<file path="src/rtl/nibble_serial_adder_pkg.sv">
// Shared types and constants for the nibble-serial adder.
package nibble_serial_pkg;

    typedef enum logic [1:0] {
        IDLE = 2'd0,
        RUN  = 2'd1,
        DONE = 2'd2
    } state_t;

    // Width of one ripple slice; the datapath walks the operands in steps of this size.
    localparam int NIB_W = 4;

    // Index width needed to address every nibble of a width-bit operand.
    function automatic int nib_idx_w(input int width);
        return (width / NIB_W <= 1) ? 1 : $clog2(width / NIB_W);
    endfunction

endpackage

</file>
<file path="src/rtl/nibble_serial_adder_if.sv">
// Operand (valid/ready) and result (valid/ready) channels of the nibble-serial adder.
interface nibble_serial_adder_if #(
    parameter int WIDTH = 16
);
    logic             in_valid;
    logic             in_ready;
    logic [WIDTH-1:0] a;
    logic [WIDTH-1:0] b;
    logic             cin;
    logic             out_valid;
    logic             out_ready;
    logic [WIDTH-1:0] sum;
    logic             cout;

    // Producer/consumer side.
    modport master (
        output in_valid, a, b, cin, out_ready,
        input  in_ready, out_valid, sum, cout
    );

    // Adder side.
    modport slave (
        input  in_valid, a, b, cin, out_ready,
        output in_ready, out_valid, sum, cout
    );
endinterface

</file>
<file path="src/rtl/nibble_serial_adder_add4.sv">
// Combinational 4-bit ripple-carry slice built from four full-adder cells.
module nibble_add4 (
    input  logic [3:0] x,
    input  logic [3:0] y,
    input  logic       ci,
    output logic [3:0] s,
    output logic       co
);
    logic [4:0] c;

    assign c[0] = ci;

    for (genvar i = 0; i < 4; i++) begin : g_fa
        assign s[i]     = x[i] ^ y[i] ^ c[i];
        assign c[i + 1] = (x[i] & y[i]) | (c[i] & (x[i] ^ y[i]));
    end

    assign co = c[4];
endmodule

</file>
<file path="src/rtl/nibble_serial_adder.sv">
// Multi-cycle adder: one shared 4-bit ripple slice processes one nibble per cycle,
// LSB first, with the carry held in a register between cycles.
module nibble_serial_adder
    import nibble_serial_pkg::*;
#(
    parameter int WIDTH = 16
) (
    input logic                 clk,
    input logic                 rst_n,
    nibble_serial_adder_if.slave bus
);
    localparam int NIB   = WIDTH / NIB_W;
    localparam int IDX_W = nib_idx_w(WIDTH);
    localparam logic [IDX_W-1:0] LAST_IDX = IDX_W'(NIB - 1);

    if ((WIDTH % NIB_W) != 0 || WIDTH < 8) begin : g_bad_width
        $error("nibble_serial_adder: WIDTH must be a multiple of 4 and at least 8");
    end

    state_t           state;
    logic [IDX_W-1:0] idx;
    logic             carry_q;
    logic [WIDTH-1:0] a_r;
    logic [WIDTH-1:0] b_r;
    logic [WIDTH-1:0] sum_q;
    logic             cout_q;
    logic             in_ready_q;
    logic             out_valid_q;

    logic [NIB_W-1:0] x_nib;
    logic [NIB_W-1:0] y_nib;
    logic [NIB_W-1:0] s_nib;
    logic             c_nib;
    logic             accept;

    // in_ready_q is only ever high in IDLE, so it alone qualifies the capture.
    assign accept = bus.in_valid && in_ready_q;

    // Select the current operand nibbles for the shared slice.
    assign x_nib = a_r[NIB_W*idx +: NIB_W];
    assign y_nib = b_r[NIB_W*idx +: NIB_W];

    nibble_add4 u_add4 (
        .x  (x_nib),
        .y  (y_nib),
        .ci (carry_q),
        .s  (s_nib),
        .co (c_nib)
    );

    // Operand capture on the accepting edge.
    // NOTE: pure datapath registers need no reset; every use is preceded by a capture.
    always_ff @(posedge clk) begin
        if (accept) begin
            a_r <= bus.a;
            b_r <= bus.b;
        end
    end

    // Control FSM with registered handshake outputs, carry, index and sum.
    // NOTE: state is written with non-blocking assignments so every register sees pre-edge values.
    always_ff @(posedge clk or negedge rst_n) begin
        if (!rst_n) begin
            state       <= IDLE;
            idx         <= '0;
            carry_q     <= 1'b0;
            sum_q       <= '0;
            cout_q      <= 1'b0;
            in_ready_q  <= 1'b0;
            out_valid_q <= 1'b0;
        end else begin
            case (state)
                IDLE: begin
                    in_ready_q <= 1'b1;
                    if (accept) begin
                        carry_q    <= bus.cin;
                        idx        <= '0;
                        sum_q      <= '0;
                        in_ready_q <= 1'b0;
                        state      <= RUN;
                    end
                end
                RUN: begin
                    sum_q[NIB_W*idx +: NIB_W] <= s_nib;
                    carry_q                   <= c_nib;
                    if (idx == LAST_IDX) begin
                        cout_q      <= c_nib;
                        out_valid_q <= 1'b1;
                        state       <= DONE;
                    end else begin
                        idx <= idx + 1'b1;
                    end
                end
                DONE: begin
                    if (bus.out_ready) begin
                        out_valid_q <= 1'b0;
                        in_ready_q  <= 1'b1;
                        state       <= IDLE;
                    end
                end
                default: begin
                    state <= IDLE;
                end
            endcase
        end
    end

    assign bus.in_ready  = in_ready_q;
    assign bus.out_valid = out_valid_q;
    assign bus.sum       = sum_q;
    assign bus.cout      = cout_q;

endmodule

</file>
<file path="src/flat_wrapper.sv">
// flat-port wrapper written by rule: the top's interface ports become plain ports
module nibble_serial_adder_flat import nibble_serial_pkg::*;
#(
    parameter int WIDTH = 16
)
  (clk, rst_n, bus_in_valid, bus_a, bus_b, bus_cin, bus_out_ready, bus_in_ready, bus_out_valid, bus_sum, bus_cout);
  nibble_serial_adder_if #(.WIDTH(WIDTH)) bus_i ();
  input logic clk;
  input logic rst_n;
  input wire logic [$bits(bus_i.in_valid)-1:0] bus_in_valid;
  input wire logic [$bits(bus_i.a)-1:0] bus_a;
  input wire logic [$bits(bus_i.b)-1:0] bus_b;
  input wire logic [$bits(bus_i.cin)-1:0] bus_cin;
  input wire logic [$bits(bus_i.out_ready)-1:0] bus_out_ready;
  output wire logic [$bits(bus_i.in_ready)-1:0] bus_in_ready;
  output wire logic [$bits(bus_i.out_valid)-1:0] bus_out_valid;
  output wire logic [$bits(bus_i.sum)-1:0] bus_sum;
  output wire logic [$bits(bus_i.cout)-1:0] bus_cout;
  assign bus_i.in_valid = bus_in_valid;
  assign bus_i.a = bus_a;
  assign bus_i.b = bus_b;
  assign bus_i.cin = bus_cin;
  assign bus_i.out_ready = bus_out_ready;
  assign bus_in_ready = bus_i.in_ready;
  assign bus_out_valid = bus_i.out_valid;
  assign bus_sum = bus_i.sum;
  assign bus_cout = bus_i.cout;
  nibble_serial_adder #(.WIDTH(WIDTH)) u_core (.clk(clk), .rst_n(rst_n), .bus(bus_i));
endmodule
</file>
<file path="config.mk">
export PLATFORM = sky130hd
export DESIGN_NAME = nibble_serial_adder_flat
export DESIGN_NICKNAME = d
export VERILOG_FILES = /design/src/rtl/nibble_serial_adder_pkg.sv /design/src/rtl/nibble_serial_adder_if.sv /design/src/rtl/nibble_serial_adder_add4.sv /design/src/rtl/nibble_serial_adder.sv /design/src/flat_wrapper.sv
export SDC_FILE = /design/constraint.sdc
export NUM_CORES = 1
export LEC_CHECK = 0
export BUFFER_PORTS_ARGS = -buffer_cell sky130_fd_sc_hd__buf_2
export CAP_MARGIN = 15
export CORE_MARGIN = 2
export CORE_UTILIZATION = 55
export DETAILED_ROUTE_END_ITERATION = 7
export PLACE_DENSITY = 0.81
export SLEW_MARGIN = 0
export SYNTH_ARGS = -nofsm -noshare
export SYNTH_HDL_FRONTEND = slang
export SYNTH_SLANG_ARGS = --single-unit
</file>
<file path="constraint.sdc">
create_clock -name clk -period 5.3 [get_ports clk]
set_input_delay 0.53 -clock clk [delete_from_list [all_inputs] [get_ports clk]]
set_output_delay 0.53 -clock clk [all_outputs]
set_load 0.02 [all_outputs]
</file>
==> impl_metrics.prom, run 1 <==
# TYPE chip_impl_metric gauge
chip_impl_info{name="cp-start-kind",value="register"} 1
chip_impl_info{name="end_kind",value="register"} 1
chip_impl_info{name="layout_commonest_cell",value="sky130_fd_sc_hd__buf_2"} 1
chip_impl_info{name="tritoncts",value="built"} 1
chip_impl_metric{name="clock_transition_at_the_registers_of_the_reported_paths",unit="ps"} 90
chip_impl_info{name="grt_setup_unrepaired",value="no"} 1
chip_impl_metric{name="timing.fmax",unit="MHz"} 307
chip_impl_info{name="holdCritPathClass",value="in -> async"} 1
chip_impl_metric{name="synth.distinct_cells",unit=""} 33
chip_impl_metric{name="combPwrFrac",unit="%"} 42.7
chip_impl_metric{name="drt_pre_antenna_iters",unit=""} 4
chip_impl_metric{name="finish.net_count",unit=""} 249
chip_impl_metric{name="synth-seq-cells",unit=""} 56
chip_impl_metric{name="wirelength_routed",unit="um"} 4170
chip_impl_metric{name="vdd_drop_max",unit="uV"} 308
chip_impl_metric{name="fp.dieW",unit="um"} 69.9
chip_impl_metric{name="synth.yosys.seq_area_share",unit="%"} 65.4
chip_impl_metric{name="maxCapViolCount",unit=""} 0
chip_impl_metric{name="coreArea",unit="sq mm"} 0.00409
chip_impl_metric{name="number_of_global_route_vias_before_repair",unit=""} 1533
chip_impl_metric{name="ys_warn_count",unit=""} 0
chip_impl_metric{name="final.fill_count",unit=""} 281
chip_impl_info{name="cts_root_buffer",value="sky130_fd_sc_hd__clkbuf_8"} 1
chip_impl_metric{name="drc",unit=""} 0
chip_impl_metric{name="share_clk_of_total_power",unit="%"} 14.0
chip_impl_metric{name="crit_path_max_incr_delay",unit="ps"} 770
chip_impl_metric{name="multiInputGateArea",unit="sq um"} 752
chip_impl_metric{name="timing.clock.skew",unit="ps"} 4.33
chip_impl_metric{name="grt_start_max_net_pins",unit=""} 36
chip_impl_metric{name="via_count",unit=""} 1406
chip_impl_metric{name="portBuffers",unit=""} 55
chip_impl_metric{name="detailedRoute.firstIterationViolations",unit=""} 83
chip_impl_metric{name="total_power",unit="uW"} 1550
chip_impl_metric{name="cts_repair_resize_count",unit=""} 0
chip_impl_metric{name="placementRows",unit=""} 23
chip_impl_metric{name="share_seq_of_total_power",unit="%"} 43.3
chip_impl_metric{name="post-dp-hpwl",unit="um"} 3100
chip_impl_metric{name="detail_route.wl_per_cell",unit="um"} 16.4
chip_impl_metric{name="clk_latency",unit="ps"} 300
chip_impl_metric{name="globalRouteOverflowTotal",unit=""} 0
chip_impl_metric{name="maxSlewViolCount",unit=""} 0
chip_impl_metric{name="route.antenna.remaining_nets",unit=""} 0
chip_impl_metric{name="post_synth_inst_count",unit=""} 145
chip_impl_metric{name="worst_pin_slew",unit="ps"} 657
chip_impl_metric{name="cts_htree_levels",unit=""} 2
chip_impl_metric{name="preCtsSetupSlack",unit="ps"} 2030
chip_impl_metric{name="layout_worst_path_cycle_share",unit="%"} 61.5
chip_impl_metric{name="hold-worst-slack",unit="ps"} 200
chip_impl_metric{name="area.sequential",unit="sq mm"} 0.00156
chip_impl_metric{name="die_area",unit="sq mm"} 0.00489
chip_impl_metric{name="setup_ws",unit="ps"} 2040
chip_impl_metric{name="clock_tree.buffer_depth",unit=""} 2
chip_impl_metric{name="fin_crit",unit="ps"} 3260
chip_impl_metric{name="post-cts-setup-buffers",unit=""} 0
chip_impl_info{name="cp_cell_sequence",value="mux4_1, inv_1, fa_1, inv_1, fa_1, inv_1, fa_1, inv_1, fa_1, and2_1, a31oi_1, o2bb2ai_1"} 1
chip_impl_metric{name="place.gp.congestion",unit=""} 0.802
chip_impl_metric{name="drive_gt1_share",unit="%"} 34.1
chip_impl_metric{name="worst-endpoint-required",unit="ps"} 5480
chip_impl_metric{name="antennaDiodeCount",unit=""} 0
chip_impl_metric{name="static-leakage-power",unit="uW"} 0.00123
chip_impl_metric{name="path_max_fanout",unit=""} 16
chip_impl_metric{name="detail_route.vias_per_cell",unit=""} 5.51
chip_impl_metric{name="io-pin-count",unit=""} 56
chip_impl_metric{name="power.density",unit="mW/mm^2"} 557
chip_impl_metric{name="grt_pass1_wl",unit="um"} 7220
chip_impl_metric{name="grt_antenna_before_repair",unit=""} 0
chip_impl_metric{name="average_size_of_a_mapped_cell",unit="sq um"} 16.5
chip_impl_metric{name="initial_utilization",unit="%"} 58.5
chip_impl_metric{name="data_arrival_at_the_endpoint_of_the_critical_path",unit="ps"} 3440
chip_impl_metric{name="setup_viol_count_final",unit=""} 0
chip_impl_metric{name="internal_dissipation",unit="uW"} 953
chip_impl_info{name="layout_common_cells",value="sky130_fd_sc_hd__buf_2, sky130_fd_sc_hd__edfxtp_1, sky130_fd_sc_hd__dfrtp_1, sky130_fd_sc_hd__inv_1, sky130_fd_sc_hd__o2bb2ai_1"} 1
chip_impl_metric{name="power.switching",unit="uW"} 599
chip_impl_metric{name="floorplan.die.height",unit="um"} 69.9
chip_impl_info{name="status",value="complete, no violations"} 1
chip_impl_metric{name="mappedNetlistArea",unit="sq mm"} 0.00239
chip_impl_metric{name="tritoncts.num_buffers",unit=""} 5
chip_impl_metric{name="sinks_on_clock_net",unit=""} 56
chip_impl_metric{name="layout-area-overhead-vs-synth",unit="%"} 16.7
chip_impl_info{name="path_class",value="reg -> reg"} 1
chip_impl_metric{name="final_layout_setup_total_negative_slack",unit="ps"} 0
chip_impl_metric{name="grt_use_total",unit="%"} 19.0
chip_impl_metric{name="switching_share",unit="%"} 38.6
chip_impl_metric{name="slew-limit-headroom",unit="%"} 56.2
chip_impl_metric{name="finish.utilization",unit="%"} 68.2
chip_impl_metric{name="synth_fp_nets",unit=""} 190
chip_impl_info{name="cpMaxStageDelayCell",value="sky130_fd_sc_hd__dfrtp_1"} 1
chip_impl_metric{name="cts_hold_buf",unit=""} 0
chip_impl_metric{name="report.final.hold_viol_count",unit=""} 0
[layer usage]
layer	part of all wire, %	wire length, um	GRT usage [%]	vias up
met5	0	0	0	-
met4	1.4	58	6.62	0
met3	5.7	237	4.62	8
met2	52	2190	31.9	51
met1	41	1690	24.2	669
li1	-	-	-	678
[cells in the mapped netlist (all sizes together)]
library cell	n	area share, %
edfxtp	32	40
dfrtp	24	25
inv	12	1.9
o2bb2ai	11	4.0
a22o	8	2.9
mux4	8	8.5
a21oi	7	1.6
fa	4	3.4
ha	4	2.1
nor2	4	0.63
and3	3	0.79
buf	3	1.1
nand2	3	0.47
nand3	3	0.63
o21ai	3	0.63
and2	2	0.52
and4bb	2	1.2
nand2b	2	0.84
nor2b	2	0.84
a21boi	1	0.31
a22oi	1	0.31
a31oi	1	0.26
clkbuf	1	0.16
mux2	1	0.47
nor4	1	0.26
o21bai	1	0.31
or4	1	0.47
[registers in the layout (all words and copies together) (netlist names)]
| register | count |
|---|---|
| u_core.bus.sum | 16 |
| u_core.a_r | 16 |
| u_core.bus.cout | 1 |
| u_core.bus.out_valid | 1 |
| u_core.b_r | 16 |
| u_core.state | 2 |
| u_core.carry_q | 1 |
| u_core.bus.in_ready | 1 |
| u_core.idx | 2 |
[cell type report]
type / instances / share of cell area (%)
clock buffer: 6 / 2.60
clock inverter: 2 / 0.404
inverter: 12 / 1.62
multi-input combinational: 73 / 27.0
sequential: 56 / 56.0
tap: 50 / 2.24
timing repair buffer: 56 / 10.1
[critical path: cells and delay by family, from the launching register on]
kind | cells | cell delay (ps)
buffers and inverters | 4 | 260
adders and majority gates | 4 | 1060
and+or+nand+nor | 1 | 170
DFF | 1 | 770
muxes | 1 | 640
AOI/OAI and AO/OA | 2 | 220
[final timing paths]
kind / start / end / slack (ps) / depth (start not counted)
hold reg to reg: u_core.bus.sum[10]$_DFFE_PN0P_ / u_core.bus.sum[10]$_DFFE_PN0P_ / 490 / 1
min in group clk: bus_b[0] / u_core.b_r[0]$_DFFE_PP_ / 400 / 1
hold / removal: rst_n / u_core.bus.sum[7]$_DFFE_PN0P_ / 200 / 1
max in group asynchronous: rst_n / u_core.bus.cout$_DFFE_PN0P_ / 4750 / 1
setup reg to reg: u_core.idx[0]$_DFFE_PN0P_ / u_core.carry_q$_DFFE_PN0P_ / 2040 / 12
setup / recovery: u_core.idx[0]$_DFFE_PN0P_ / u_core.carry_q$_DFFE_PN0P_ / 2040 / 12
[stage by stage]
stage / instances / area [sq um]
global placement: 247 / 2700
detailed placement: 247 / 2700
finish: 255 / 2790
global route: 255 / 2790
CTS: 255 / 2790
floorplan: 145 / 2390
[power by group through the flow]
stage	sequential (uW)	clock, uW	combinational [uW]
after floorplan	687	0	463
after global placement	673	0	647
after detailed placement	682	0	669
after CTS	673	222	672
after global routing	687	241	738
final	672	217	663
[cell families after synthesis]
kind of cell / Yosys count / synth area share [%]
DFF: 56 / 65.4
AOI/OAI and AO/OA: 33 / 10.4
and+or+nand+nor: 23 / 6.65
buffers and inverters: 16 / 3.14
muxes: 9 / 8.96
adders and majority gates: 8 / 5.45
(Power assumes the default switching activity.)
==> run 2: changes to the inputs <==
--- a/config.mk
+++ b/config.mk
@@ -8,9 +8,9 @@
 export BUFFER_PORTS_ARGS = -buffer_cell sky130_fd_sc_hd__buf_2
 export CAP_MARGIN = 15
 export CORE_MARGIN = 2
-export CORE_UTILIZATION = 55
+export CORE_UTILIZATION = 48
 export DETAILED_ROUTE_END_ITERATION = 7
-export PLACE_DENSITY = 0.81
+export PLACE_DENSITY = 0.75
 export SLEW_MARGIN = 0
 export SYNTH_ARGS = -nofsm -noshare
 export SYNTH_HDL_FRONTEND = slang
==> constraint.sdc (replaced) <==
create_clock -name clk -period 2.9 [get_ports clk]
set_input_delay 0.29 -clock clk [delete_from_list [all_inputs] [get_ports clk]]
set_output_delay 0.29 -clock clk [all_outputs]
set_load 0.02 [all_outputs]
==> run 2 against run 1 <==
Global-route usage down 2.8 points; combinational power increased by 95%; wire length is 2.5% lower; via count is 2.2% higher; sequential share of layout area fell by 1.6 points; largest cell class unchanged; largest power group is now combinational cells.
==> impl_metrics.prom, run 2 (same netlist as run 1, synthesis figures left out) <==
# TYPE chip_impl_metric gauge
chip_impl_info{name="status",value="complete, no violations"} 1
chip_impl_metric{name="switching_share",unit="%"} 36.8
chip_impl_metric{name="multiInputGateArea",unit="sq um"} 751
chip_impl_metric{name="combPwrFrac",unit="%"} 43.7
chip_impl_metric{name="share_seq_of_total_power",unit="%"} 39.9
chip_impl_metric{name="detail_route.vias_per_cell",unit=""} 5.19
chip_impl_info{name="holdCritPathClass",value="in -> reg"} 1
chip_impl_metric{name="share_clk_of_total_power",unit="%"} 16.4
chip_impl_metric{name="clock_tree.buffer_depth",unit=""} 2
chip_impl_metric{name="hold-worst-slack",unit="ps"} 157
chip_impl_metric{name="placed_area",unit="sq mm"} 0.00276
chip_impl_metric{name="fin_crit",unit="ps"} 2720
chip_impl_metric{name="route.antenna.remaining_nets",unit=""} 0
chip_impl_metric{name="initial_utilization",unit="%"} 50.2
chip_impl_metric{name="die_area",unit="sq mm"} 0.00556
chip_impl_metric{name="power.density",unit="mW/mm^2"} 1030
chip_impl_metric{name="area.sequential",unit="sq mm"} 0.00156
chip_impl_metric{name="dp_cells",unit=""} 268
chip_impl_metric{name="coreArea",unit="sq mm"} 0.00475
chip_impl_info{name="end_kind",value="register"} 1
chip_impl_info{name="cts_root_buffer",value="sky130_fd_sc_hd__clkbuf_8"} 1
chip_impl_metric{name="setup_viol_count_final",unit=""} 0
chip_impl_metric{name="detail_route.wl_per_cell",unit="um"} 14.7
chip_impl_metric{name="final_cell_area",unit="sq mm"} 0.00287
chip_impl_metric{name="place.gp.congestion",unit=""} 0.767
chip_impl_metric{name="maxCapViolCount",unit=""} 0
chip_impl_metric{name="io-pin-count",unit=""} 56
chip_impl_info{name="grt_setup_unrepaired",value="no"} 1
chip_impl_metric{name="number_of_global_route_vias_before_repair",unit=""} 1447
chip_impl_metric{name="clock_transition_at_the_registers_of_the_reported_paths",unit="ps"} 90
chip_impl_metric{name="timing.fmax",unit="MHz"} 368
chip_impl_metric{name="globalRouteOverflowTotal",unit=""} 0
chip_impl_metric{name="final_layout_setup_total_negative_slack",unit="ps"} 0
chip_impl_metric{name="worst_pin_slew",unit="ps"} 510
chip_impl_metric{name="post-dp-hpwl",unit="um"} 3000
chip_impl_metric{name="vdd_drop_max",unit="uV"} 573
chip_impl_info{name="worst_path_most_repeated_cell",value="sky130_fd_sc_hd__inv_1"} 1
chip_impl_metric{name="static-leakage-power",unit="uW"} 0.00127
chip_impl_metric{name="detailedRoute.firstIterationViolations",unit=""} 93
chip_impl_metric{name="grt_start_max_net_pins",unit=""} 36
chip_impl_metric{name="drc",unit=""} 0
chip_impl_metric{name="grt_use_total",unit="%"} 16.1
chip_impl_metric{name="tritoncts.num_buffers",unit=""} 5
chip_impl_metric{name="grt_pass1_wl",unit="um"} 6560
chip_impl_metric{name="wirelength_routed",unit="um"} 4070
chip_impl_metric{name="report.final.hold_viol_count",unit=""} 0
chip_impl_info{name="path_class",value="reg -> reg"} 1
chip_impl_info{name="tritoncts",value="built"} 1
chip_impl_metric{name="stdcell_count",unit=""} 277
chip_impl_metric{name="timing.clock.skew",unit="ps"} 5.96
chip_impl_metric{name="path_max_fanout",unit=""} 5
chip_impl_metric{name="crit_path_max_incr_delay",unit="ps"} 470
chip_impl_info{name="layout_common_cells",value="sky130_fd_sc_hd__buf_2, sky130_fd_sc_hd__edfxtp_1, sky130_fd_sc_hd__dfrtp_1, sky130_fd_sc_hd__inv_1, sky130_fd_sc_hd__o2bb2ai_1"} 1
chip_impl_metric{name="clk_latency",unit="ps"} 300
chip_impl_metric{name="power.switching",unit="uW"} 1090
chip_impl_metric{name="slew-limit-headroom",unit="%"} 66.0
chip_impl_metric{name="fp.dieW",unit="um"} 74.5
chip_impl_metric{name="via_count",unit=""} 1437
chip_impl_metric{name="finish.net_count",unit=""} 254
chip_impl_info{name="cpMaxStageDelayCell",value="sky130_fd_sc_hd__fa_2"} 1
chip_impl_metric{name="placementRows",unit=""} 25
chip_impl_metric{name="grt_antenna_before_repair",unit=""} 0
chip_impl_info{name="layout_commonest_cell",value="sky130_fd_sc_hd__buf_2"} 1
chip_impl_metric{name="final.fill_count",unit=""} 384
chip_impl_metric{name="internal_dissipation",unit="uW"} 1870
chip_impl_metric{name="drive_gt1_share",unit="%"} 37.1
chip_impl_metric{name="sinks_on_clock_net",unit=""} 56
chip_impl_info{name="cp_cell_sequence",value="mux4_2, inv_1, fa_1, inv_1, fa_1, inv_1, fa_1, inv_1, fa_2, a22o_1"} 1
chip_impl_metric{name="antennaDiodeCount",unit=""} 0
chip_impl_metric{name="floorplan.die.height",unit="um"} 74.5
chip_impl_metric{name="maxSlewViolCount",unit=""} 0
chip_impl_info{name="cp-start-kind",value="register"} 1
chip_impl_metric{name="layout_worst_path_cycle_share",unit="%"} 93.8
chip_impl_metric{name="cts_htree_levels",unit=""} 2
chip_impl_metric{name="worst-endpoint-required",unit="ps"} 3100
chip_impl_metric{name="portBuffers",unit=""} 55
chip_impl_metric{name="drt_pre_antenna_iters",unit=""} 4
chip_impl_metric{name="layout-area-overhead-vs-synth",unit="%"} 20.3
chip_impl_metric{name="data_arrival_at_the_endpoint_of_the_critical_path",unit="ps"} 2920
## run 2: layout make-up
class / count / area share, %
timing repair buffer: 61 / 11.2
tap: 67 / 2.92
multi-input combinational: 73 / 26.1
inverter: 12 / 1.57
sequential: 56 / 54.4
clock inverter: 2 / 1.22
clock buffer: 6 / 2.53
## run 2: worst max-delay path, delay by kind of cell (launching register included)
family	cells	cell delay, ps
fa+ha+maj	4	1350
compound gates	1	230
flops	1	450
mux	1	340
buf+inv	4	260
## run 2: worst paths after layout
path,startpoint,to,cells after the start,slack (ps)
worst min register to register,u_core.bus.sum[8]$_DFFE_PN0P_,u_core.bus.sum[8]$_DFFE_PN0P_,1,490
worst max register to register,u_core.idx[0]$_DFFE_PN0P_,u_core.bus.sum[3]$_DFFE_PN0P_,10,180
min in group asynchronous,rst_n,u_core.bus.sum[1]$_DFFE_PN0P_,2,480
worst min-delay path,bus_a[10],u_core.a_r[10]$_DFFE_PP_,1,160
worst max-delay path,u_core.idx[0]$_DFFE_PN0P_,u_core.bus.sum[3]$_DFFE_PN0P_,10,180
max in group asynchronous,rst_n,u_core.idx[0]$_DFFE_PN0P_,2,2040
## run 2: timing repair
item,4_1_cts,5_1_grt
hold buffers,1,0
endpoints found under the setup margin,0,5
buffers inserted,0,0
resized for setup,0,3
hold endpoints to repair,24,0
## run 2: per-stage QoR
stage	setup slack (ps)	util [%]	total power, uW
floorplan	20.1	-	2100
global placement	152	57.9	2450
detailed placement	66.8	57.9	2470
CTS	52.5	60.4	2970
global route	19.2	60.4	3180
finish	179	60.4	2960
## run 2: metal layers
metal  vias up  GRT usage [%]  routed length, um
li1        684              -                  -
met1       694           20.7               1740
met2        52           26.9               2020
met3         7           3.39                229
met4         0           6.55                 74
met5         -              0                  0
## run 2: power groups by stage
| stage | clock [uW] | sequential (uW) | combinational [uW] |
|---|---|---|---|
| floorplan | 0 | 1250 | 847 |
| global placement | 0 | 1190 | 1260 |
| detailed placement | 0 | 1200 | 1280 |
| CTS | 502 | 1180 | 1290 |
| global route | 527 | 1210 | 1440 |
| finish | 487 | 1180 | 1290 |
==> run 3: changes to the inputs <==
--- a/config.mk
+++ b/config.mk
@@ -10,7 +10,7 @@
 export CORE_MARGIN = 2
 export CORE_UTILIZATION = 48
 export DETAILED_ROUTE_END_ITERATION = 7
-export PLACE_DENSITY = 0.75
+export PLACE_DENSITY = 0.77
 export SLEW_MARGIN = 0
 export SYNTH_ARGS = -nofsm -noshare
 export SYNTH_HDL_FRONTEND = slang
==> run 3 against run 2 <==
Critical path depth grew 2; via count shrank 3.8%; non-clock buffer count unchanged; register-to-register slack got worse by 20 ps; total power increased by 3.4%; largest power group unchanged; highest routed layer unchanged.
==> impl_metrics.prom, run 3 (same netlist as run 1, synthesis figures left out) <==
# TYPE chip_impl_metric gauge
chip_impl_metric{name="detail_route.vias_per_cell",unit=""} 4.99
chip_impl_info{name="cp-start-kind",value="register"} 1
chip_impl_metric{name="maxSlewViolCount",unit=""} 0
chip_impl_metric{name="fin_crit",unit="ps"} 2740
chip_impl_info{name="cpMaxStageDelayCell",value="sky130_fd_sc_hd__mux4_1"} 1
chip_impl_metric{name="layout-area-overhead-vs-synth",unit="%"} 21.5
chip_impl_info{name="status",value="complete, no violations"} 1
chip_impl_metric{name="placed_area",unit="sq mm"} 0.00275
chip_impl_metric{name="sinks_on_clock_net",unit=""} 56
chip_impl_metric{name="final_cell_area",unit="sq mm"} 0.00290
chip_impl_metric{name="placementRows",unit=""} 25
chip_impl_metric{name="coreArea",unit="sq mm"} 0.00475
chip_impl_metric{name="layout_worst_path_cycle_share",unit="%"} 94.6
chip_impl_metric{name="power.switching",unit="uW"} 1100
chip_impl_metric{name="min_path_cells",unit=""} 1
chip_impl_metric{name="grt_use_total",unit="%"} 16.8
chip_impl_metric{name="cts_htree_levels",unit=""} 2
chip_impl_metric{name="slew-limit-headroom",unit="%"} 64.3
chip_impl_metric{name="report.final.hold_viol_count",unit=""} 0
chip_impl_metric{name="tritoncts.num_buffers",unit=""} 5
chip_impl_metric{name="detail_route.wl_per_cell",unit="um"} 14.8
chip_impl_metric{name="via_count",unit=""} 1382
chip_impl_metric{name="final_layout_setup_total_negative_slack",unit="ps"} 0
chip_impl_metric{name="drt_pre_antenna_iters",unit=""} 4
chip_impl_info{name="tritoncts",value="built"} 1
chip_impl_metric{name="combPwrFrac",unit="%"} 42.4
chip_impl_metric{name="worst_pin_slew",unit="ps"} 536
chip_impl_metric{name="share_seq_of_total_power",unit="%"} 38.7
chip_impl_metric{name="detailedRoute.firstIterationViolations",unit=""} 74
chip_impl_metric{name="worst-endpoint-required",unit="ps"} 3080
chip_impl_metric{name="static-leakage-power",unit="uW"} 0.00128
chip_impl_metric{name="number_of_global_route_vias_before_repair",unit=""} 1441
chip_impl_info{name="path_class",value="reg -> reg"} 1
chip_impl_metric{name="timing.reg2reg.worst_path_depth",unit=""} 12
chip_impl_info{name="end_kind",value="register"} 1
chip_impl_metric{name="finish.net_count",unit=""} 254
chip_impl_info{name="layout_commonest_cell",value="sky130_fd_sc_hd__buf_2"} 1
chip_impl_metric{name="path_max_fanout",unit=""} 4
chip_impl_metric{name="maxCapViolCount",unit=""} 0
chip_impl_metric{name="io-pin-count",unit=""} 56
chip_impl_metric{name="initial_utilization",unit="%"} 50.2
chip_impl_metric{name="drc",unit=""} 0
chip_impl_metric{name="fp.dieW",unit="um"} 74.5
chip_impl_metric{name="grt_antenna_before_repair",unit=""} 0
chip_impl_metric{name="clk_latency",unit="ps"} 300
chip_impl_metric{name="post-dp-hpwl",unit="um"} 3000
chip_impl_metric{name="drive_gt1_share",unit="%"} 37.1
chip_impl_metric{name="wirelength_routed",unit="um"} 4090
chip_impl_metric{name="internal_dissipation",unit="uW"} 1960
chip_impl_info{name="cts_root_buffer",value="sky130_fd_sc_hd__clkbuf_8"} 1
chip_impl_info{name="worst_path_most_repeated_cell",value="sky130_fd_sc_hd__inv_1"} 1
chip_impl_metric{name="clock_tree.buffer_depth",unit=""} 2
chip_impl_metric{name="vdd_drop_max",unit="uV"} 494
chip_impl_metric{name="multiInputGateArea",unit="sq um"} 751
chip_impl_metric{name="setup_ws",unit="ps"} 158
chip_impl_metric{name="power.density",unit="mW/mm^2"} 1060
chip_impl_metric{name="portBuffers",unit=""} 55
chip_impl_metric{name="grt_pass1_wl",unit="um"} 6820
chip_impl_metric{name="data_arrival_at_the_endpoint_of_the_critical_path",unit="ps"} 2920
chip_impl_metric{name="floorplan.die.height",unit="um"} 74.5
chip_impl_metric{name="timing.fmax",unit="MHz"} 365
chip_impl_metric{name="total_power",unit="uW"} 3060
chip_impl_info{name="layout_common_cells",value="sky130_fd_sc_hd__buf_2, sky130_fd_sc_hd__edfxtp_1, sky130_fd_sc_hd__dfrtp_1, sky130_fd_sc_hd__inv_1, sky130_fd_sc_hd__o2bb2ai_1"} 1
chip_impl_info{name="critPathTopFamily",value="adder cells"} 1
chip_impl_info{name="holdCritPathClass",value="in -> reg"} 1
chip_impl_metric{name="preCtsSetupSlack",unit="ps"} 90.5
chip_impl_metric{name="timing.reg2reg.setup_slack",unit="ps"} 160
chip_impl_metric{name="grt_start_max_net_pins",unit=""} 36
chip_impl_metric{name="share_clk_of_total_power",unit="%"} 18.9
chip_impl_metric{name="area.sequential",unit="sq mm"} 0.00156
chip_impl_metric{name="hold-worst-slack",unit="ps"} 156
chip_impl_metric{name="route.antenna.remaining_nets",unit=""} 0
chip_impl_metric{name="critical_path_cell_count",unit=""} 12
chip_impl_metric{name="worst-path-buf-inv",unit=""} 4
chip_impl_info{name="cp_cell_sequence",value="mux4_1, inv_1, fa_1, inv_1, fa_1, inv_1, fa_1, inv_1, fa_2, and2_1, a31oi_1, o2bb2ai_1"} 1
chip_impl_metric{name="antennaDiodeCount",unit=""} 0
chip_impl_metric{name="place.gp.congestion",unit=""} 0.834
chip_impl_metric{name="final.fill_count",unit=""} 373
chip_impl_metric{name="clock_transition_at_the_registers_of_the_reported_paths",unit="ps"} 90
chip_impl_metric{name="timing.clock.skew",unit="ps"} 4.67
chip_impl_metric{name="setup_viol_count_final",unit=""} 0
chip_impl_metric{name="switching_share",unit="%"} 35.8
chip_impl_metric{name="crit_path_max_incr_delay",unit="ps"} 550
chip_impl_metric{name="globalRouteOverflowTotal",unit=""} 0
chip_impl_metric{name="die_area",unit="sq mm"} 0.00556
[run 3: worst paths after layout]
path | start | to
hold reg to reg | u_core.bus.sum[10]$_DFFE_PN0P_ | u_core.bus.sum[10]$_DFFE_PN0P_
hold / removal | bus_b[4] | u_core.b_r[4]$_DFFE_PP_
setup reg to reg | u_core.idx[0]$_DFFE_PN0P_ | u_core.carry_q$_DFFE_PN0P_
max in group asynchronous | rst_n | u_core.idx[0]$_DFFE_PN0P_
min in group asynchronous | rst_n | u_core.bus.sum[10]$_DFFE_PN0P_
setup / recovery | u_core.idx[0]$_DFFE_PN0P_ | u_core.carry_q$_DFFE_PN0P_
[run 3: area by class of cell]
cell class | count | share of cell area, %
tap | 67 | 2.89
sequential | 56 | 53.9
clock buffer | 6 | 2.50
timing repair buffer | 61 | 11.3
clock inverter | 2 | 2.07
multi-input combinational | 73 | 25.9
inverter | 12 | 1.55
[run 3: power by group through the flow]
| stage | Sequential, uW | Clock (uW) | Combinational, uW |
|---|---|---|---|
| finish | 1180 | 579 | 1300 |
| global route | 1210 | 622 | 1450 |
| CTS | 1180 | 597 | 1290 |
| detailed placement | 1200 | 0 | 1280 |
| global placement | 1190 | 0 | 1250 |
| floorplan | 1250 | 0 | 847 |
[run 3: per-layer routing]
layer / GRT usage, % / up-vias / part of all wire, %
met5: 0 / - / 0
met4: 5.95 / 0 / 1.2
met3: 4.34 / 5 / 4.8
met2: 27.1 / 47 / 49
met1: 22.3 / 647 / 45
li1: - / 683 / -
[run 3: metrics by stage]
stage,instances,utilization [%]
after global placement,267,57.8
after floorplan,145,-
after detailed placement,267,57.8
final,277,61.0
after global routing,277,61.0
after CTS,276,60.8
[run 3: what timing repair did]
item,in CTS,in global routing
endpoints found under the hold margin,24,0
hold buffers,1,0
resized for setup,0,4
buffers inserted,0,1
endpoints found under the setup margin,0,5
